## config.mk

```make
export PLATFORM = sky130hd
export DESIGN_NAME = pipelined_subtractor_14bit_flat
export DESIGN_NICKNAME = d
export VERILOG_FILES = /design/src/rtl/pipelined_subtractor_14bit_if.sv /design/src/rtl/pipelined_subtractor_14bit.sv /design/src/flat_wrapper.sv
export SDC_FILE = /design/constraint.sdc
export NUM_CORES = 1
export LEC_CHECK = 0
export CORE_MARGIN = 2
export CORE_UTILIZATION = 50
export DETAILED_ROUTE_END_ITERATION = 10
export HOLD_SLACK_MARGIN = 0.12
export PLACE_DENSITY_LB_ADDON = 0.12
export SLEW_MARGIN = 20
export SYNTH_ARGS = -nofsm -noshare
export SYNTH_HDL_FRONTEND = slang
export SYNTH_SLANG_ARGS = --single-unit
export TNS_END_PERCENT = 100
```

## constraint.sdc

```tcl
create_clock -name clk -period 2.5 [get_ports clk]
set_input_delay 0.375 -clock clk [delete_from_list [all_inputs] [get_ports clk]]
set_output_delay 0.375 -clock clk [all_outputs]
set_load 0.02 [all_outputs]
```

## src/rtl/pipelined_subtractor_14bit_if.sv

```systemverilog
// Handshake and data bundle for the pipelined subtractor: operand side plus result side.
interface pipelined_subtractor_14bit_if #(
    parameter int unsigned WIDTH = 14
);
    logic             in_valid;
    logic             in_ready;
    logic [WIDTH-1:0] a;
    logic [WIDTH-1:0] b;
    logic             out_valid;
    logic             out_ready;
    logic [WIDTH:0]   diff;
    logic             neg;
    logic             zero;

    modport master (
        output in_valid, a, b, out_ready,
        input  in_ready, out_valid, diff, neg, zero
    );

    modport slave (
        input  in_valid, a, b, out_ready,
        output in_ready, out_valid, diff, neg, zero
    );
endinterface

```

## src/rtl/pipelined_subtractor_14bit.sv

```systemverilog
// Elastic two-stage subtractor: low-half borrow resolved in stage 1, high half in stage 2.
module pipelined_subtractor_14bit #(
    parameter int unsigned WIDTH    = 14,
    parameter int unsigned LO_WIDTH = 7
) (
    input  logic                        clk,
    input  logic                        rst_n,
    pipelined_subtractor_14bit_if.slave bus
);
    localparam int unsigned HI_WIDTH = WIDTH - LO_WIDTH;
    localparam int unsigned HI_RW    = HI_WIDTH + 1;

    logic                v1;
    logic                v2;
    logic                e1;
    logic                e2;
    logic [LO_WIDTH-1:0] lo_q;
    logic                borrow_q;
    logic [HI_WIDTH-1:0] a_hi_q;
    logic [HI_WIDTH-1:0] b_hi_q;
    logic [WIDTH:0]      diff_q;
    logic                neg_q;
    logic                zero_q;

    logic [LO_WIDTH:0]   lo_c;
    logic [HI_WIDTH:0]   hi_c;
    logic [WIDTH:0]      diff_c;

    // Stage enables and the two half-width subtractions.
    always_comb begin
        e2     = !v2 || bus.out_ready;
        e1     = !v1 || e2;
        lo_c   = {1'b0, bus.a[LO_WIDTH-1:0]} - {1'b0, bus.b[LO_WIDTH-1:0]};
        hi_c   = {1'b0, a_hi_q} - {1'b0, b_hi_q} - HI_RW'(borrow_q);
        diff_c = {hi_c, lo_q};
    end

    // Stage 1: low half plus borrow; upper operand bits carried forward.
    always_ff @(posedge clk) begin
        if (!rst_n) begin
            v1       <= 1'b0;
            lo_q     <= '0;
            borrow_q <= 1'b0;
            a_hi_q   <= '0;
            b_hi_q   <= '0;
        end else if (e1) begin
            v1 <= bus.in_valid;
            if (bus.in_valid) begin
                lo_q     <= lo_c[LO_WIDTH-1:0];
                borrow_q <= lo_c[LO_WIDTH];
                a_hi_q   <= bus.a[WIDTH-1:LO_WIDTH];
                b_hi_q   <= bus.b[WIDTH-1:LO_WIDTH];
            end
        end
    end

    // Stage 2: full result and flags; held while the consumer stalls.
    always_ff @(posedge clk) begin
        if (!rst_n) begin
            v2     <= 1'b0;
            diff_q <= '0;
            neg_q  <= 1'b0;
            zero_q <= 1'b0;
        end else if (e2) begin
            v2 <= v1;
            if (v1) begin
                diff_q <= diff_c;
                neg_q  <= diff_c[WIDTH];
                zero_q <= (diff_c == '0);
            end
        end
    end

    assign bus.in_ready  = e1;
    assign bus.out_valid = v2;
    assign bus.diff      = diff_q;
    assign bus.neg       = neg_q;
    assign bus.zero      = zero_q;
endmodule

```

## src/flat_wrapper.sv

```systemverilog
// flat-port wrapper written by rule: the top's interface ports become plain ports
module pipelined_subtractor_14bit_flat 
#(
    parameter int unsigned WIDTH    = 14,
    parameter int unsigned LO_WIDTH = 7
)
  (clk, rst_n, bus_in_valid, bus_a, bus_b, bus_out_ready, bus_in_ready, bus_out_valid, bus_diff, bus_neg, bus_zero);
  pipelined_subtractor_14bit_if #(.WIDTH(WIDTH)) bus_i ();
  input  logic clk;
  input  logic rst_n;
  input wire logic [$bits(bus_i.in_valid)-1:0] bus_in_valid;
  input wire logic [$bits(bus_i.a)-1:0] bus_a;
  input wire logic [$bits(bus_i.b)-1:0] bus_b;
  input wire logic [$bits(bus_i.out_ready)-1:0] bus_out_ready;
  output wire logic [$bits(bus_i.in_ready)-1:0] bus_in_ready;
  output wire logic [$bits(bus_i.out_valid)-1:0] bus_out_valid;
  output wire logic [$bits(bus_i.diff)-1:0] bus_diff;
  output wire logic [$bits(bus_i.neg)-1:0] bus_neg;
  output wire logic [$bits(bus_i.zero)-1:0] bus_zero;
  assign bus_i.in_valid = bus_in_valid;
  assign bus_i.a = bus_a;
  assign bus_i.b = bus_b;
  assign bus_i.out_ready = bus_out_ready;
  assign bus_in_ready = bus_i.in_ready;
  assign bus_out_valid = bus_i.out_valid;
  assign bus_diff = bus_i.diff;
  assign bus_neg = bus_i.neg;
  assign bus_zero = bus_i.zero;
  pipelined_subtractor_14bit #(.WIDTH(WIDTH), .LO_WIDTH(LO_WIDTH)) u_core (.clk(clk), .rst_n(rst_n), .bus(bus_i));
endmodule
```

# Word-level counts from Yosys, hierarchy flattened
# Index checks and enable logic that the tools add are counted.
[classes]
addsub = 3
reduce_logical = 7
[ops]
columns = ["op", "count"]
rows = [
  ["subtractor 7 x 7 -> 8 bit", 2],
  ["zero test 15 bit", 1],
  ["subtractor 8 x 1 -> 8 bit", 1],
  ["AND reduction 2 bit", 2],
  ["zero test 1 bit", 2],
  ["logical OR 1 bit", 2],
]
[totals]
register_bits = 41
output_inout_bits = 19

# Longest topological paths before layout
[logic_depth]
ltp_word = 4
depth_mapped = 9
depth_no_buf = 9

# Worst setup path after synthesis
# Ideal clock, no wire load.
[synth_path]
path_kind = "register -> register"
from = "register u_core.b_hi_q[0]"
to = "register u_core.zero_q (netlist: u_core.bus.zero)"
setup_ns = 0.059
t_arrival_ns = 1.921
slack_ns = 0.520
stages_incl_launch_ff = 9
cell_sequence = "dfxtp_1 > inv_1 > fa_1 > ha_1 > xor2_1 > nor3b_1 > nand4b_1 > nor4_1 > a31o_1"
[synth_via]
elab_chain_cells = 3
[synth_lines]
columns = ["item", "line_no", "source"]
rows = [
  ["start, declared", "pipelined_subtractor_14bit.sv:20", "logic [HI_WIDTH-1:0] b_hi_q;"],
  ["start signal, assigned", "pipelined_subtractor_14bit.sv:52", "b_hi_q <= bus.b[WIDTH-1:LO_WIDTH];"],
  ["subtractor 7 x 7 -> 8 bit", "pipelined_subtractor_14bit.sv:34", "hi_c = {1'b0, a_hi_q} - {1'b0, b_hi_q} - HI_RW'(borrow_q);"],
  ["subtractor 8 x 1 -> 8 bit", "pipelined_subtractor_14bit.sv:34", ""],
  ["zero test 15 bit", "pipelined_subtractor_14bit.sv:69", "zero_q <= (diff_c == '0);"],
  ["end signal, assigned", "pipelined_subtractor_14bit.sv:69", ""],
  ["end, declared", "pipelined_subtractor_14bit.sv:23", "logic zero_q;"],
]
# No other way between the ends.
# A chain may end at the register's enable or synchronous reset.

# Worst setup path after layout
# Ends and elaborated chain as after synthesis.

==> results <==
==> metal layers <==
metal | global-route usage, % | vias up | wire (um)
li1 | - | 1028 | -
met1 | 26.9 | 891 | 2220
met2 | 33.4 | 41 | 2220
met3 | 3.61 | 9 | 197
met4 | 8.33 | 0 | 76
met5 | 0 | - | 0
==> flip-flops by register name, indices dropped and copies added, names as in the netlist <==
| name | count |
|---|---|
| u_core.bus.diff | 14 |
| u_core.a_hi_q | 7 |
| u_core.b_hi_q | 7 |
| u_core.lo_q | 7 |
| u_core.borrow_q | 1 |
| u_core.bus.neg | 1 |
| u_core.bus.out_valid | 1 |
| u_core.bus.zero | 1 |
| u_core.v1 | 1 |
==> layout make-up <==
| cell class | instances | area [um2] | share of cell area (%) |
|---|---|---|---|
| Clock buffer | 6 | 72.6 | 2.55 |
| Clock inverter | 2 | 35.0 | 1.23 |
| Inverter | 32 | 120 | 4.21 |
| Multi-Input combinational cell | 195 | 1220 | 42.8 |
| Sequential cell | 40 | 801 | 28.1 |
| Tap cell | 52 | 65.1 | 2.28 |
| Timing Repair Buffer | 55 | 538 | 18.9 |
==> final timing paths <==
kind	from	depth (start not counted)	end	slack (ps)
setup / recovery	u_core.b_hi_q[0]$_SDFFE_PN0P_	8	u_core.bus.zero$_SDFFE_PN0P_	270
hold / removal	u_core.a_hi_q[6]$_SDFFE_PN0P_	2	u_core.a_hi_q[6]$_SDFFE_PN0P_	460
hold reg to reg	u_core.a_hi_q[6]$_SDFFE_PN0P_	2	u_core.a_hi_q[6]$_SDFFE_PN0P_	460
setup reg to reg	u_core.b_hi_q[0]$_SDFFE_PN0P_	8	u_core.bus.zero$_SDFFE_PN0P_	270
==> power breakdown <==
group	switching (W)	total (W)	leakage [nW]	internal (W)
Combinational	0.000233	0.000450	0.803	0.000217
Sequential	0.0000290	0.000709	0.329	0.000680
Clock	0.000228	0.000525	0.0552	0.000296
==> tightest hold or removal path: cells and delay by family (launching register included) <==
kind / cells / cell delay [ps]
compound gates: 1 / 50
flops: 1 / 310
simple gates: 1 / 50
==> cell families (layout without fill, tap and decap cells) <==
family,after synthesis,count (layout),share of synthesized area [%]
flip-flops,40,40,36.4
AND/OR/NAND/NOR,106,106,21.8
buffers and inverters,45,95,8.31
adder cells (fa/ha/maj),22,22,13.5
AO/OA/AOI/OAI,59,59,16.8
XOR/XNOR,8,8,3.19
==> placed cells by master (no fill, tap or decap), types with 4 or more instances in the layout <==
| cell | instances |
|---|---|
| nor2_1 | 16 |
| inv_1 | 32 |
| clkbuf_8 | 5 |
| clkdlybuf4s50_1 | 50 |
| a21oi_1 | 32 |
| dfxtp_1 | 40 |
| nor4_1 | 4 |
| buf_4 | 5 |
| ha_1 | 19 |
| nand3_1 | 6 |
| nand2_1 | 57 |
| xor2_1 | 6 |
| a211oi_1 | 6 |
==> stage by stage <==
step           instance area, um2  setup slack, ps  cells  utilization (%)
2_1_floorplan                2200              520    280                -
3_3_place_gp                 2740              159    374             63.8
3_5_place_dp                 2740              104    374             63.8
4_1_cts                      2850              256    382             66.3
5_1_grt                      2850             55.9    382             66.4
6_report                     2850              271    382             66.4
==> key figures <==
STA
  • Worst-margin pin slew: between 600 and 700 ps
  • Clock Skew: about 6.2 ps
  • Final slew viol count: 0
  • Count of final hold-check violations: 0
  • Max_slew headroom: a little under three fifths
  • Setup violations, final: 0
  • RSZ-0062 raised after global routing: no
  • FMAX: around 450 MHz
  • Hold WS: ~460 ps
  • Period utilization: 89.2%
  • Final min period: approximately 2200 ps
  • Final setup TNS: 0 ps

Floorplanning
  • Die Y: about 70 um
  • Chip width: 70.3 um
  • Starting Density: roughly half
  • I/O pin count: between 50 and 60
  • Die area: 4950 um2
  • Core area: 4290 um2
  • # rows: 24

Synth
  • Synth top area share: 36.4%
  • Ys flop type: dfxtp_1
  • Post-synth top cells: 57 x nand2_1, 40 x dfxtp_1, 32 x a21oi_1, 32 x inv_1, 19 x ha_1
  • FF+latch count, synth: 40
  • Ranking of synthesized cells by area: dfxtp_1 36%, ha_1 11%, nand2_1 9.7%
  • Post-Syn Area: about 2200 um2
  • Number of flops mapped to enable cells by yosys: 0
  • Syn Inst Count: 280
  • Synth Warn #: 0
  • Net Count, Synth: approximately 330
  • Post-synthesis average cell area: between 7 and 8 um2
  • Count leader, synth: nand2_1
  • Seq/Total Area, Yosys: about 36%
  • Largest area contributor in the netlist: dfxtp_1
  • Async S/R FF share, synth: 0%
  • Synth unique cells: between 40 and 50

Detailed routing
  • DR vias/cell: 5.15
  • Final wirelength: 4720 um
  • Post-DRT Antenna Nets: 0
  • First DRT Iteration DRCs: between 90 and 100
  • Routed WL per cell: ~12 um
  • Initial DRT Pass Iterations: 4
  • Drt drc: 0
  • Vias: 1969

Global route
  • Pin count of the biggest net entering global routing: 21
  • First-pass GRT wire length: between 8000 and 9000 um
  • GR Overflow Total: 0
  • Initial antenna violation count: 0
  • GRT Util Overall: about a fifth
  • Vias in the first global route: approximately 1900

Setup path
  • Crit path DAT: approximately 2500 ps
  • Max stage delay on crit path: 570 ps
  • CP max-delay cell: fa_1
  • Critical Path Source Type: register
  • WP buf/inv: 1
  • CP endpoint kind: register
  • CP Data Required Time: roughly 2700 ps
  • Crit-path cells: inv_1 > fa_1 > ha_1 > xor2_1 > nor3b_1 > nand4b_1 > nor4_1 > a31o_1
  • Kind of cell adding the most delay to the critical path: adder cells
  • Critical path fanouts, max: 2
  • Setup CP Type: register to register

Clocking
  • Max clock buf depth: 2
  • Root buffer cell: clkbuf_8
  • # clock sinks: 40
  • CTS tree: yes
  • Setup Buffers After CTS: 0
  • CTS buffer count: 5
  • H-tree Lvls: 2
  • CTS clock-pin slew for the worst setup and hold paths: ~80 ps
  • # resized after CTS: 0
  • Hold Buf Count CTS: 0
  • Clock Latency Late Sink: 290 ps

Layout
  • Layout cell share with drive strength beyond 1: approximately 4.5%
  • Filler Cell Count: 403
  • Syn-to-layout area delta: 29.6%
  • Nets: about 380
  • Number of antenna diodes: 0

Pwr
  • Total power: roughly 0.0017 W
  • Power Density: roughly 590 nW/um2
  • Peak supply drop: about 0.00032 V
  • LEAKAGE: around 1.2 nW

Worst hold path
  • Worst hold path type: register to register

Run
  • Max-cap viol count: 0

Placed design
  • Buffers on Ports: 50
  • HPWL Detailed: about 3600 um
  • Routability Congestion: between 0.8 and 0.9

Run status
  • Status: completed
(Power assumes the default switching activity.)
